[src/rtl/mdu_pkg.sv]
// rtl/mdu_pkg.sv - MDU opcode encodings, latency defaults and opcode class decode
package mdu_pkg;

  localparam int CNT_W         = 6;
  localparam int MULT_LAT_DEF  = 5;
  localparam int DIV_LAT_DEF   = 10;

  typedef enum logic [3:0] {
    OP_NOP   = 4'd0,
    OP_MULT  = 4'd1,
    OP_MULTU = 4'd2,
    OP_DIV   = 4'd3,
    OP_DIVU  = 4'd4,
    OP_MFHI  = 4'd5,
    OP_MFLO  = 4'd6,
    OP_MTHI  = 4'd7,
    OP_MTLO  = 4'd8
  } mdu_op_e;

  typedef enum logic {
    ST_IDLE = 1'b0,
    ST_RUN  = 1'b1
  } mdu_state_e;

  function automatic logic is_mult_class(input logic [3:0] op);
    return (op == OP_MULT) || (op == OP_MULTU) || (op == OP_DIV) || (op == OP_DIVU);
  endfunction

  function automatic logic is_hilo_class(input logic [3:0] op);
    return (op == OP_MFHI) || (op == OP_MFLO) || (op == OP_MTHI) || (op == OP_MTLO);
  endfunction

endpackage

[src/rtl/mdu_issue_ctrl_if.sv]
// rtl/mdu_issue_ctrl_if.sv - pipeline <-> MDU issue controller signal bundle
interface mdu_issue_ctrl_if;

  logic       req;
  logic       e_valid;
  logic [3:0] e_op;
  logic [3:0] d_op;
  logic       mdu_busy;
  logic       start_e;
  logic [3:0] mdu_op;
  logic       stall_d;
  logic       run;
  logic       err;

  modport master (
    output req, e_valid, e_op, d_op, mdu_busy,
    input  start_e, mdu_op, stall_d, run, err
  );

  modport slave (
    input  req, e_valid, e_op, d_op, mdu_busy,
    output start_e, mdu_op, stall_d, run, err
  );

endinterface

[src/rtl/mdu_lat_counter.sv]
// rtl/mdu_lat_counter.sv - loadable down-counter tracking remaining MDU latency
module mdu_lat_counter #(
  parameter int W = 6
) (
  input  logic         clk,
  input  logic         reset,
  input  logic         load,
  input  logic [W-1:0] load_val,
  input  logic         dec,
  output logic [W-1:0] cnt,
  output logic         zero
);

  logic [W-1:0] cnt_q, cnt_d;

  always_comb begin
    cnt_d = cnt_q;
    if (load) begin
      cnt_d = load_val;
    end else if (dec && (cnt_q != '0)) begin
      cnt_d = cnt_q - 1'b1;
    end
  end

  always_ff @(posedge clk) begin
    if (reset) begin
      cnt_q <= '0;
    end else begin
      cnt_q <= cnt_d;
    end
  end

  assign cnt  = cnt_q;
  assign zero = (cnt_q == '0);

endmodule

[src/rtl/mdu_issue_ctrl.sv]
// rtl/mdu_issue_ctrl.sv - MDU issue/stall tracker; MDU_BUSY_CHECK_EN enables the sticky busy-mismatch flag
module mdu_issue_ctrl
  import mdu_pkg::*;
#(
  parameter int MULT_LAT = MULT_LAT_DEF,
  parameter int DIV_LAT  = DIV_LAT_DEF
) (
  input logic             clk,
  input logic             reset,
  mdu_issue_ctrl_if.slave bus
);

  mdu_state_e       state_q, state_d;
  logic [CNT_W-1:0] cnt;
  logic [CNT_W-1:0] load_val;
  logic             cnt_zero;
  logic             cnt_load;
  logic             cnt_dec;
  logic             e_mult;
  logic             start_e;
  logic             run;

  assign e_mult = bus.e_valid & is_mult_class(bus.e_op);

  always_ff @(posedge clk) begin
    if (reset) begin
      state_q <= ST_IDLE;
    end else begin
      state_q <= state_d;
    end
  end

  // req freezes the tracker in lockstep with the MDU itself
  always_comb begin
    state_d = state_q;
    if (state_q == ST_IDLE) begin
      if (start_e) state_d = ST_RUN;
    end else begin
      if (!bus.req && cnt_zero) state_d = ST_IDLE;
    end
  end

  always_comb begin
    run      = (state_q == ST_RUN);
    start_e  = e_mult & ~bus.req & (state_q == ST_IDLE);
    cnt_load = start_e;
    cnt_dec  = run & ~bus.req;
    load_val = ((bus.e_op == OP_MULT) || (bus.e_op == OP_MULTU)) ? CNT_W'(MULT_LAT)
                                                                 : CNT_W'(DIV_LAT);
  end

  mdu_lat_counter #(.W(CNT_W)) u_cnt (
    .clk      (clk),
    .reset    (reset),
    .load     (cnt_load),
    .load_val (load_val),
    .dec      (cnt_dec),
    .cnt      (cnt),
    .zero     (cnt_zero)
  );

  assign bus.start_e = start_e;
  assign bus.run     = run;
  assign bus.mdu_op  = bus.e_valid ? bus.e_op : OP_NOP;
  assign bus.stall_d = (is_mult_class(bus.d_op) | is_hilo_class(bus.d_op)) & (run | start_e);

`ifdef MDU_BUSY_CHECK_EN
  logic err_q, err_d;

  // busy with nothing tracked, or a mult-class op leaking into E while running
  always_comb begin
    err_d = err_q | (bus.mdu_busy & ~run & ~start_e & ~bus.req) | (run & e_mult);
  end

  always_ff @(posedge clk) begin
    if (reset) begin
      err_q <= 1'b0;
    end else begin
      err_q <= err_d;
    end
  end

  assign bus.err = err_q;

  logic [CNT_W-1:0] unused_cnt;
  assign unused_cnt = cnt;
`else
  assign bus.err = 1'b0;

  logic             unused_busy;
  logic [CNT_W-1:0] unused_cnt;
  assign unused_busy = bus.mdu_busy;
  assign unused_cnt  = cnt;
`endif

endmodule

[src/flat_wrapper.sv]
// flat-port wrapper written by rule: the top's interface ports become plain ports
module mdu_issue_ctrl_flat import mdu_pkg::*;
#(
  parameter int MULT_LAT = MULT_LAT_DEF,
  parameter int DIV_LAT  = DIV_LAT_DEF
)
  (clk, reset, bus_req, bus_e_valid, bus_e_op, bus_d_op, bus_mdu_busy, bus_start_e, bus_mdu_op, bus_stall_d, bus_run, bus_err);
  mdu_issue_ctrl_if bus_i ();
  input logic clk;
  input logic reset;
  input wire logic [$bits(bus_i.req)-1:0] bus_req;
  input wire logic [$bits(bus_i.e_valid)-1:0] bus_e_valid;
  input wire logic [$bits(bus_i.e_op)-1:0] bus_e_op;
  input wire logic [$bits(bus_i.d_op)-1:0] bus_d_op;
  input wire logic [$bits(bus_i.mdu_busy)-1:0] bus_mdu_busy;
  output wire logic [$bits(bus_i.start_e)-1:0] bus_start_e;
  output wire logic [$bits(bus_i.mdu_op)-1:0] bus_mdu_op;
  output wire logic [$bits(bus_i.stall_d)-1:0] bus_stall_d;
  output wire logic [$bits(bus_i.run)-1:0] bus_run;
  output wire logic [$bits(bus_i.err)-1:0] bus_err;
  assign bus_i.req = bus_req;
  assign bus_i.e_valid = bus_e_valid;
  assign bus_i.e_op = bus_e_op;
  assign bus_i.d_op = bus_d_op;
  assign bus_i.mdu_busy = bus_mdu_busy;
  assign bus_start_e = bus_i.start_e;
  assign bus_mdu_op = bus_i.mdu_op;
  assign bus_stall_d = bus_i.stall_d;
  assign bus_run = bus_i.run;
  assign bus_err = bus_i.err;
  mdu_issue_ctrl #(.MULT_LAT(MULT_LAT), .DIV_LAT(DIV_LAT)) u_core (.clk(clk), .reset(reset), .bus(bus_i));
endmodule
[config.mk]
export PLATFORM = sky130hd
export DESIGN_NAME = mdu_issue_ctrl_flat
export DESIGN_NICKNAME = d
export VERILOG_FILES = /design/src/rtl/mdu_pkg.sv /design/src/rtl/mdu_issue_ctrl_if.sv /design/src/rtl/mdu_lat_counter.sv /design/src/rtl/mdu_issue_ctrl.sv /design/src/flat_wrapper.sv
export SDC_FILE = /design/constraint.sdc
export NUM_CORES = 1
export LEC_CHECK = 0
export ABC_AREA = 1
export BUFFER_PORTS_ARGS = -buffer_cell sky130_fd_sc_hd__buf_2
export CORE_AREA = 2 2 39 41
export CTS_BUF_LIST = sky130_fd_sc_hd__clkbuf_8
export DETAILED_ROUTE_END_ITERATION = 16
export DIE_AREA = 0 0 41 43
export GPL_ROUTABILITY_DRIVEN = 1
export PLACE_DENSITY_LB_ADDON = 0.12
export SLEW_MARGIN = 20
export SYNTH_ARGS = -nofsm -noshare
export SYNTH_HDL_FRONTEND = slang
export SYNTH_SLANG_ARGS = --single-unit
[constraint.sdc]
create_clock -name clk -period 2.1 [get_ports clk]
set_input_delay 0.21 -clock clk [delete_from_list [all_inputs] [get_ports clk]]
set_output_delay 0.21 -clock clk [all_outputs]
set_load 0.1 [all_outputs]
==> Yosys cells after proc, flatten, opt, wreduce, memory -nomap -nowiden <==
Index checks and enable logic that the tools add are counted.
{ "op_classes": {"n_bitwise": 9, "div": 0, "n_lt_le_gt_ge": 0, "n_eq_ne": 12, "n_reduce_logical": 15, "addsub": 1, "n_mul": 0, "muxes": 7, "shift": 0} }
{ "op_table": {"columns": ["cell", "count"], "rows": [
  ["$eq A4 B3 Y1 const B", 5],
  ["$eq A4 B2 Y1 const B", 4],
  ["$mux W6", 2],
  ["$logic_or A1 B1 Y1", 9],
  ["$eq A4 B1 Y1 const B", 2],
  ["$mux W4", 2],
  ["$logic_not A6 Y1", 1],
  ["$reduce_bool A6 Y1", 1],
  ["$sub A6 B1 Y6 const B", 1],
  ["$and A1 B1 Y1", 5],
  ["$eq A4 B4 Y1 const B", 1],
  ["$mux W1", 3],
  ["$logic_and A1 B1 Y1", 2],
  ["$not A1 Y1", 2],
  ["$or A1 B1 Y1", 2],
  ["$reduce_bool A2 Y1", 1],
  ["$logic_not A1 Y1", 1]
]} }
{ "totals": {"latchBits": 0, "romBits": 0, "memories": 0, "register_bits": 7, "mem_bits_rw": 0} }

==> Longest topological paths before layout <==
Gate-level depths: netlist of the first run.
{ "depth": {"depth_word": 9, "ltp_mapped": 9, "depth_no_buf": 9} }

==> Cells and area by module <==
From an unflattened synthesis of the first run, not the netlist that was laid out.
{ "hier_totals": {"cells_unflattened": 108, "hier_area_um2": 603.1} }
{ "by_module_without_submodules": {"columns": ["module", "seq_area_each_um2", "cells_each", "n_inst", "area_each_um2"], "rows": [
  ["mdu_lat_counter", 120.1, 68, 1, 421.7],
  ["mdu_issue_ctrl", 20.0, 40, 1, 181.4]
]} }

==> Least setup slack after synthesis of the first run <==
Ideal clock, no wire load.
{ "synth_path": {"kind": "register -> output", "start": "register u_core.state_q, in the netlist u_core.bus.run", "end": "output bus_stall_d", "t_arrival_ns": 2.551, "setup_slack_ns": -0.661, "t_required_ns": 1.890, "path_stages_with_launch": 3, "cell_sequence": "dfxtp_1 > a21oi_1 > a21oi_1"} }
{ "synth_between": {"elab_chain_len": 4} }
{ "synth_rtl": {"columns": ["item", "line", "rtl"], "rows": [
  ["start: declaration", "mdu_issue_ctrl.sv:13", "mdu_state_e state_q, state_d;"],
  ["start signal: assignment", "mdu_issue_ctrl.sv:29", "state_q <= state_d;"],
  ["$not A1 Y1", null, null],
  ["$and A1 B1 Y1", "mdu_issue_ctrl.sv:45", "start_e = e_mult & ~bus.req & (state_q == ST_IDLE);"],
  ["$or A1 B1 Y1 *", "mdu_issue_ctrl.sv:65", "assign bus.stall_d = (is_mult_class(bus.d_op) | is_hilo_class(bus.d_op)) & (run | start_e);"],
  ["$and A1 B1 Y1 *", "mdu_issue_ctrl.sv:65", null],
  ["end: declaration", "flat_wrapper.sv:18", "output wire logic [$bits(bus_i.stall_d)-1:0] bus_stall_d;"]
]} }
Every way passes the cells marked *; elsewhere a longest branch is shown, timed or not.

==> Worst setup path after layout of the first run <==
{ "layout_path": {"start": "input bus_e_op[3]", "end": "output bus_stall_d"} }
{ "layout_between": {"elab_chain_len": 9, "word_cells_on_any_way": 12, "classes_between": "4 x eq/ne; 5 x bitwise; 3 x reduce/logical"} }
{ "layout_rtl": {"columns": ["item", "line", "rtl"], "rows": [
  ["start: declaration", "flat_wrapper.sv:13", "input wire logic [$bits(bus_i.e_op)-1:0] bus_e_op;"],
  ["$eq A4 B1 Y1 / $eq A4 B2 Y1 (equally long branches)", "mdu_pkg.sv:26", "return (op == OP_MULT) || (op == OP_MULTU) || (op == OP_DIV) || (op == OP_DIVU);"],
  ["$logic_or A1 B1 Y1 (2 in a row)", "mdu_pkg.sv:26", null],
  ["$logic_or A1 B1 Y1 *", "mdu_pkg.sv:26", null],
  ["$and A1 B1 Y1 *", "mdu_issue_ctrl.sv:23", "assign e_mult = bus.e_valid & is_mult_class(bus.e_op);"],
  ["$and A1 B1 Y1 * (2 in a row)", "mdu_issue_ctrl.sv:45", null],
  ["$or A1 B1 Y1 *", "mdu_issue_ctrl.sv:65", null],
  ["$and A1 B1 Y1 *", "mdu_issue_ctrl.sv:65", null]
]} }
Marks and branches as above.

==> results.md, run 1 <==
- Outcome: completed
- Initial DRT Pass Iterations: 4
- Delay-heaviest family, CP: buffers and inverters
- Fill cells: 149
- Startpoint Class: input port
- Layer with the highest usage: met2
- Worst R2R Setup Slack: 0.82 ns
- Slowest CP cell: buf_2
- Initial DRC Count: 5
- Max Cap Violations: 0
- Setup Fix Bufs, Post-CTS: 0
- RR Startpoint: u_core.u_cnt.cnt[0]
- YS warnings: 0
- Routed wire length: 1140 um
- R2R depth: 9
- Setup crit start: bus_e_op[3]
- Htree depth: 1
- Max Root-Sink Buffers: 2
- Total gr overflow: 0
- DR DRC count: 0
- Full die area: 1760 um2
- Gpl congestion: 0.726
- Total CTS buffers: 3
- CP Buf/Inv Count: 2
- # diodes: 0
- Worst R2R End: u_core.u_cnt.cnt[1]
- Vias: 597
- Number of global-route vias before repair: 493
- Post-CTS sizing: 0
- Final worst setup slack: 0.615 ns
- Critical path type: input port to output port
- DP HPWL: 895 um
- Final Skew: 0.00245 ns
- Hold Buf Count CTS: 0
- # clock sinks: 7
- Nets: 127
- WHS Endpoint: u_core.u_cnt.cnt[3]
- WP depth: 7
- FP Rows: 14
- Met1 Use GR: 0.207
- Worst IR drop on VDD: 408 uV
- Final min period: 1.49 ns
- Fin. Hold Viols: 0
- Endpoint class of the critical path: output port
- Hold Crit Depth: 2
- Upper clock frequency limit: 673 MHz
- Pwr per Cell Area: 619 nW/um2
- Core area: 1380 um2
- Clk pin slew, worst setup/hold paths: 0.04 ns
- Worst path max stage delay: 0.43 ns
- Req. time, crit path: 1.89 ns
- Mean routed wirelength per cell: 8.95 um
- TritonCTS clock tree: done
- Cell Area, Synth: 569 um2
- GRT Total Usage: 0.165
- GR Layer Usage met3: 0.0314
- Leading cell type in the layout, fill and taps excluded: nand2_1
- Share of cells above drive strength 1: 0.333
- Start point of the worst hold path: reset
- RSZ-0062 raised after global routing: no
- Period utilization: 0.707
- Ports: 21
- Critical Path AT: 1.28 ns
- Dpl cells: 123
- Initial antenna violation count: 0
- Pin count of the biggest net entering global routing: 11
- Clk Latency, worst-skew pair: 0.23 ns
- Die W: 41 um
- Sequential-to-total area share from yosys stat: 0.246
- Drt via density: 4.70
- Count of cell types in the netlist: 24
- I/O Buffers: 18
- Root buffer cell: clkbuf_8
- Synth Register Bits: 7
- Area growth syn-to-layout: 27.9%
- Post-route antenna net violation count: 0
- Worst hold path class: input port to flop
- Cell count after synthesis: 90
- Count of final setup violators: 0
- Max Fanout on Critical Path: 3
- Critical path's most frequent cell: buf_2
- Average instance area after synthesis: 6.33 um2
- CP Cell Sequence: buf_2 > nor2_4 > o21ai_2 > nand2_2 > a21oi_1 > a21oi_4 > buf_2
- Setup TNS: 0 ns
- Final Util: 0.526
- Synthesized Nets: 105
- Commonest cells after routing, fill and taps aside: nand2_1, buf_2, inv_1
- Initial core utilization: 0.411
- Minimum hold slack: 0.212 ns
- Max-slew violations: 0
- First-pass GRT wire length: 1950 um
- Die H: 43 um
- M2 GR Usage: 0.228
- Pre-CTS setup slack: 0.613 ns
- Leak: 0.000408 uW
- Fin cells: 127
## kinds of logic (layout without fill, tap and decap cells)
group,count (synthesis),after routing,synth area share
adders and majority gates,2,2,0.0439
AOI/OAI and AO/OA,10,10,0.101
and+or+nand+nor,48,48,0.424
xor gates and xnor gates,3,3,0.0462
buffers and inverters,19,40,0.132
DFF,7,7,0.246
other,1,1,0.00659
## synth_stat cells
cell	n	area share
nand2_2	2	0.022
nand3_4	1	0.031
inv_1	15	0.099
xor2_1	2	0.031
nand3_2	1	0.018
nor2_2	4	0.044
a21oi_2	1	0.015
nor2_4	1	0.020
a21oi_1	5	0.044
or2_2	1	0.011
o21ai_2	1	0.015
o21ai_1	2	0.018
ha_1	2	0.044
nand3_1	6	0.053
xnor2_1	1	0.015
nor2_1	8	0.053
dfxtp_1	7	0.25
o21ai_0	1	0.0088
buf_4	1	0.013
nand2_1	20	0.13
conb_1	1	0.0066
inv_2	3	0.020
nor3_1	1	0.0088
nand4_1	3	0.033
## power breakdown
group	total, uW	internal [uW]	leakage, uW	switching (uW)
logic	123	31.4	0.000325	92.0
registers	141	137	0.0000567	3.60
clock network	186	126	0.0000269	60.0
## final cells by class
type	instances	area, um2	share of cell area
Multi-Input combinational cell	64	365	0.502
Sequential cell	7	140	0.192
Timing Repair Buffer	18	90.1	0.124
Inverter	18	67.6	0.0928
Clock buffer	3	41.3	0.0567
Tap cell	16	20.0	0.0275
Clock inverter	1	3.75	0.00515
## registers in the layout, summed over array words and instances, names as in the netlist
name	flops
u_core.bus.run	1
u_core.u_cnt.cnt	6
## worst max-delay path by stage
stage / endpoint / slack (ns)
after global placement: bus_stall_d / 0.63
final: bus_stall_d / 0.61
after floorplan: bus_stall_d / 0.16
after CTS: bus_start_e / 0.60
after global routing: bus_start_e / 0.55
after detailed placement: bus_stall_d / 0.61
## metrics by stage
stage	area, um2	total power [uW]
6_report	728	451
5_1_grt	728	476
4_1_cts	728	458
3_5_place_dp	683	266
3_3_place_gp	683	266
2_1_floorplan	581	240
## metal layers
layer  routed length (um)  up-vias
met3                   63        5
met5                    0        -
met4                   42        0
met1                  514      258
met2                  516       13
li1                     -      321
Power figures use the tool's default switching activity.
==> inputs of run 2 (changes only) <==
--- a/config.mk
+++ b/config.mk
@@ -5,7 +5,7 @@
 export SDC_FILE = /design/constraint.sdc
 export NUM_CORES = 1
 export LEC_CHECK = 0
-export ABC_AREA = 1
+export ABC_AREA = 0
 export BUFFER_PORTS_ARGS = -buffer_cell sky130_fd_sc_hd__buf_2
 export CORE_AREA = 2 2 39 41
 export CTS_BUF_LIST = sky130_fd_sc_hd__clkbuf_8
==> constraint.sdc (replaced) <==
create_clock -name clk -period 1.5 [get_ports clk]
set_input_delay 0.15 -clock clk [delete_from_list [all_inputs] [get_ports clk]]
set_output_delay 0.15 -clock clk [all_outputs]
set_load 0.1 [all_outputs]
==> run 2 against run 1 <==
Register-to-register slack worse by 0.74 ns; synthesized cell count decreased by 33%; cell count fell by 19%; global-route usage rose by 0.42 points; critical endpoint unchanged.
==> results.md, run 2 <==
- Outcome: completed (unchanged)
- Ports: 21 (unchanged)
- Initial DRT Pass Iterations: 1 (was 4)
- Fin. Hold Viols: 0 (unchanged)
- Final min period: 1.43 ns
- Synth Register Bits: 7 (unchanged)
- Worst hold path class: input port to flop (unchanged)
- Leading cell type in the layout, fill and taps excluded: buf_2 (was nand2_1)
- Critical path's most frequent cell: buf_4 (was buf_2)
- I/O Buffers: 18 (unchanged)
- Final worst setup slack: 0.0698 ns (was 0.615 ns)
- Setup TNS: 0 ns (unchanged)
- Cell Area, Synth: 526 um2 (was 569 um2)
- Cell count after synthesis: 60 (was 90)
- Pre-CTS setup slack: -0.0212 ns (was 0.613 ns)
- GRT Total Usage: 0.169 (was 0.165)
- Max Fanout on Critical Path: 4 (was 3)
- Mean routed wirelength per cell: 11.9 um (was 8.95 um)
- Endpoint class of the critical path: output port (unchanged)
- Critical path type: input port to output port (unchanged)
- Gpl congestion: 0.817 (was 0.726)
- Synth top area share: 0.267 (was 0.246)
- Worst IR drop on VDD: 583 uV (was 408 uV)
- Area growth syn-to-layout: 52.9% (was 27.9%)
- Post-synth EDFFs: 0 (unchanged)
- Nets: 103 (was 127)
- Max Cap Violations: 0 (unchanged)
- Total gr overflow: 0 (unchanged)
- Core area: 1380 um2 (unchanged)
- Initial core utilization: 0.380 (was 0.411)
- Upper clock frequency limit: 699 MHz
- Share of cells above drive strength 1: 0.483 (was 0.333)
- Top cells by count, synth: dfxtp_1, and2_1, nor2_1, nor3_1 (was nand2_1, inv_1, nor2_1)
- Die H: 43 um (unchanged)
- Routed wire length: 1230 um (was 1140 um)
- Period utilization: 0.953
- Startpoint Class: input port (unchanged)
- CP Cell Sequence: buf_2 > or3_1 > a41oi_2 > buf_4 > nor2_4 > buf_4 (was buf_2 > nor2_4 > o21ai_2 > nand2_2 > a21oi_1 > a21oi_4 > buf_2)
- Clk pin slew, worst setup/hold paths: 0.04 ns (about the same)
- Worst path max stage delay: 0.42 ns (was 0.43 ns)
- Initial antenna violation count: 0 (unchanged)
- Critical Path AT: 1.28 ns (about the same)
- Htree depth: 1 (unchanged)
- Leak: 0.000335 uW (was 0.000408 uW)
- First-pass GRT wire length: 1870 um (was 1950 um)
- Asr flop ratio synth: 0 (unchanged)
- Minimum hold slack: 0.215 ns (was 0.212 ns)
- # diodes: 0 (unchanged)
- Number of global-route vias before repair: 480 (was 493)
- TritonCTS clock tree: done (unchanged)
- Synthesized Nets: 75 (was 105)
- RSZ-0062 raised after global routing: yes (was no)
- Die W: 41 um (unchanged)
- Area leader, netlist: dfxtp_1 (unchanged)
- Total CTS buffers: 3 (unchanged)
- Clk Latency, worst-skew pair: 0.23 ns (about the same)
- Count of cell types in the netlist: 31 (was 24)
- Initial DRC Count: 0 (was 5)
- Post-route antenna net violation count: 0 (unchanged)
- Final Skew: 0.000319 ns (was 0.00245 ns)
- Most common cell in the netlist: dfxtp_1 (was nand2_1)
- Main synth FF type: dfxtp_1 (unchanged)
- Slowest CP cell: or3_1 (was buf_2)
- Drt via density: 5.16 (was 4.70)
- DP HPWL: 903 um (was 895 um)
- FP Rows: 14 (unchanged)
- Full die area: 1760 um2 (unchanged)
- Average instance area after synthesis: 8.76 um2 (was 6.33 um2)
- Pwr per Cell Area: 834 nW/um2 (was 619 nW/um2)
- Commonest cells after routing, fill and taps aside: buf_2, buf_4, dfxtp_1 (was nand2_1, buf_2, inv_1)
- Max-slew violations: 0 (unchanged)
- DR DRC count: 0 (unchanged)
- Max Root-Sink Buffers: 2 (unchanged)
- Sequential-to-total area share from yosys stat: 0.267 (was 0.246)
- YS warnings: 0 (unchanged)
- Req. time, crit path: 1.35 ns (was 1.89 ns)
- Max reg flops: 6 (unchanged)
- # clock sinks: 7 (unchanged)
- Root buffer cell: clkbuf_8 (unchanged)
- Hold Buf Count CTS: 0 (unchanged)
- Pin count of the biggest net entering global routing: 9 (was 11)
- Vias: 531 (was 597)
- Area contributors post-synth: dfxtp_1, and2_1, mux2i_1 (was dfxtp_1, nand2_1, inv_1)
- Count of final setup violators: 0 (unchanged)
run 2: report_power, final:
part / switching [uW] / internal, uW / leakage (uW)
clock: 81.2 / 177 / 0.0000269
combinational: 139 / 71.4 / 0.000250
sequential: 9.42 / 193 / 0.0000576
total: 229 / 441 / 0.000335
run 2: what timing repair did:
| action | in CTS | in global routing |
|---|---|---|
| setup endpoints to repair | 3 | 4 |
| resized for setup | 2 | 6 |
| pin swaps | 1 | 3 |
| cloned | 0 | 0 |
| buffers inserted | 1 | 0 |
run 2: worst paths after layout:
kind	startpoint	endpoint	slack, ns	depth (start not counted)
hold reg to reg	u_core.u_cnt.cnt[4]	u_core.u_cnt.cnt[4]	0.60	2
setup reg to reg	u_core.u_cnt.cnt[2]	u_core.u_cnt.cnt[5]	0.08	4
hold / removal	reset	u_core.u_cnt.cnt[4]	0.21	2
setup / recovery	bus_e_op[0]	bus_stall_d	0.07	6
run 2: logic make-up (layout without fill, tap and decap cells):
group | count (synthesis) | count (layout) | share of synthesized area
AOI/OAI and AO/OA | 11 | 11 | 0.162
xor gates and xnor gates | 4 | 4 | 0.0667
adders and majority gates | 2 | 2 | 0.0476
buffers and inverters | 5 | 32 | 0.0429
DFF | 7 | 7 | 0.267
muxes | 3 | 3 | 0.0571
other | 1 | 1 | 0.00714
and+or+nand+nor | 27 | 27 | 0.350
run 2: area by class of cell:
cell class,count,area [um2]
timing repair buffer,25,160
sequential,7,144
fill,138,581
multi-input combinational,48,415
clock inverter,1,3.75
inverter,3,18.8
clock buffer,3,41.3
tap,16,20.0
run 2: routing by layer:
metal | routed length (um) | vias to the layer above | GRT usage
li1 | - | 276 | -
met1 | 480 | 227 | 0.172
met2 | 582 | 23 | 0.256
met3 | 111 | 5 | 0.0314
met4 | 54 | 0 | 0.180
met5 | 0 | - | 0
run 2: stage by stage:
step / area [um2] / util / instances / total power [uW]
6_report: 803 / 0.580 / 103 / 670
5_1_grt: 803 / 0.580 / 103 / 709
4_1_cts: 767 / 0.554 / 103 / 674
3_5_place_dp: 709 / 0.513 / 98 / 402
3_3_place_gp: 709 / 0.513 / 98 / 399
2_1_floorplan: 551 / - / 60 / 349
run 2: worst max-delay path, delay by kind of cell:
family	cells	cell delay, ns
AOI/OAI and AO/OA	1	0.18
buffers and inverters	3	0.50
and+or+nand+nor	2	0.45
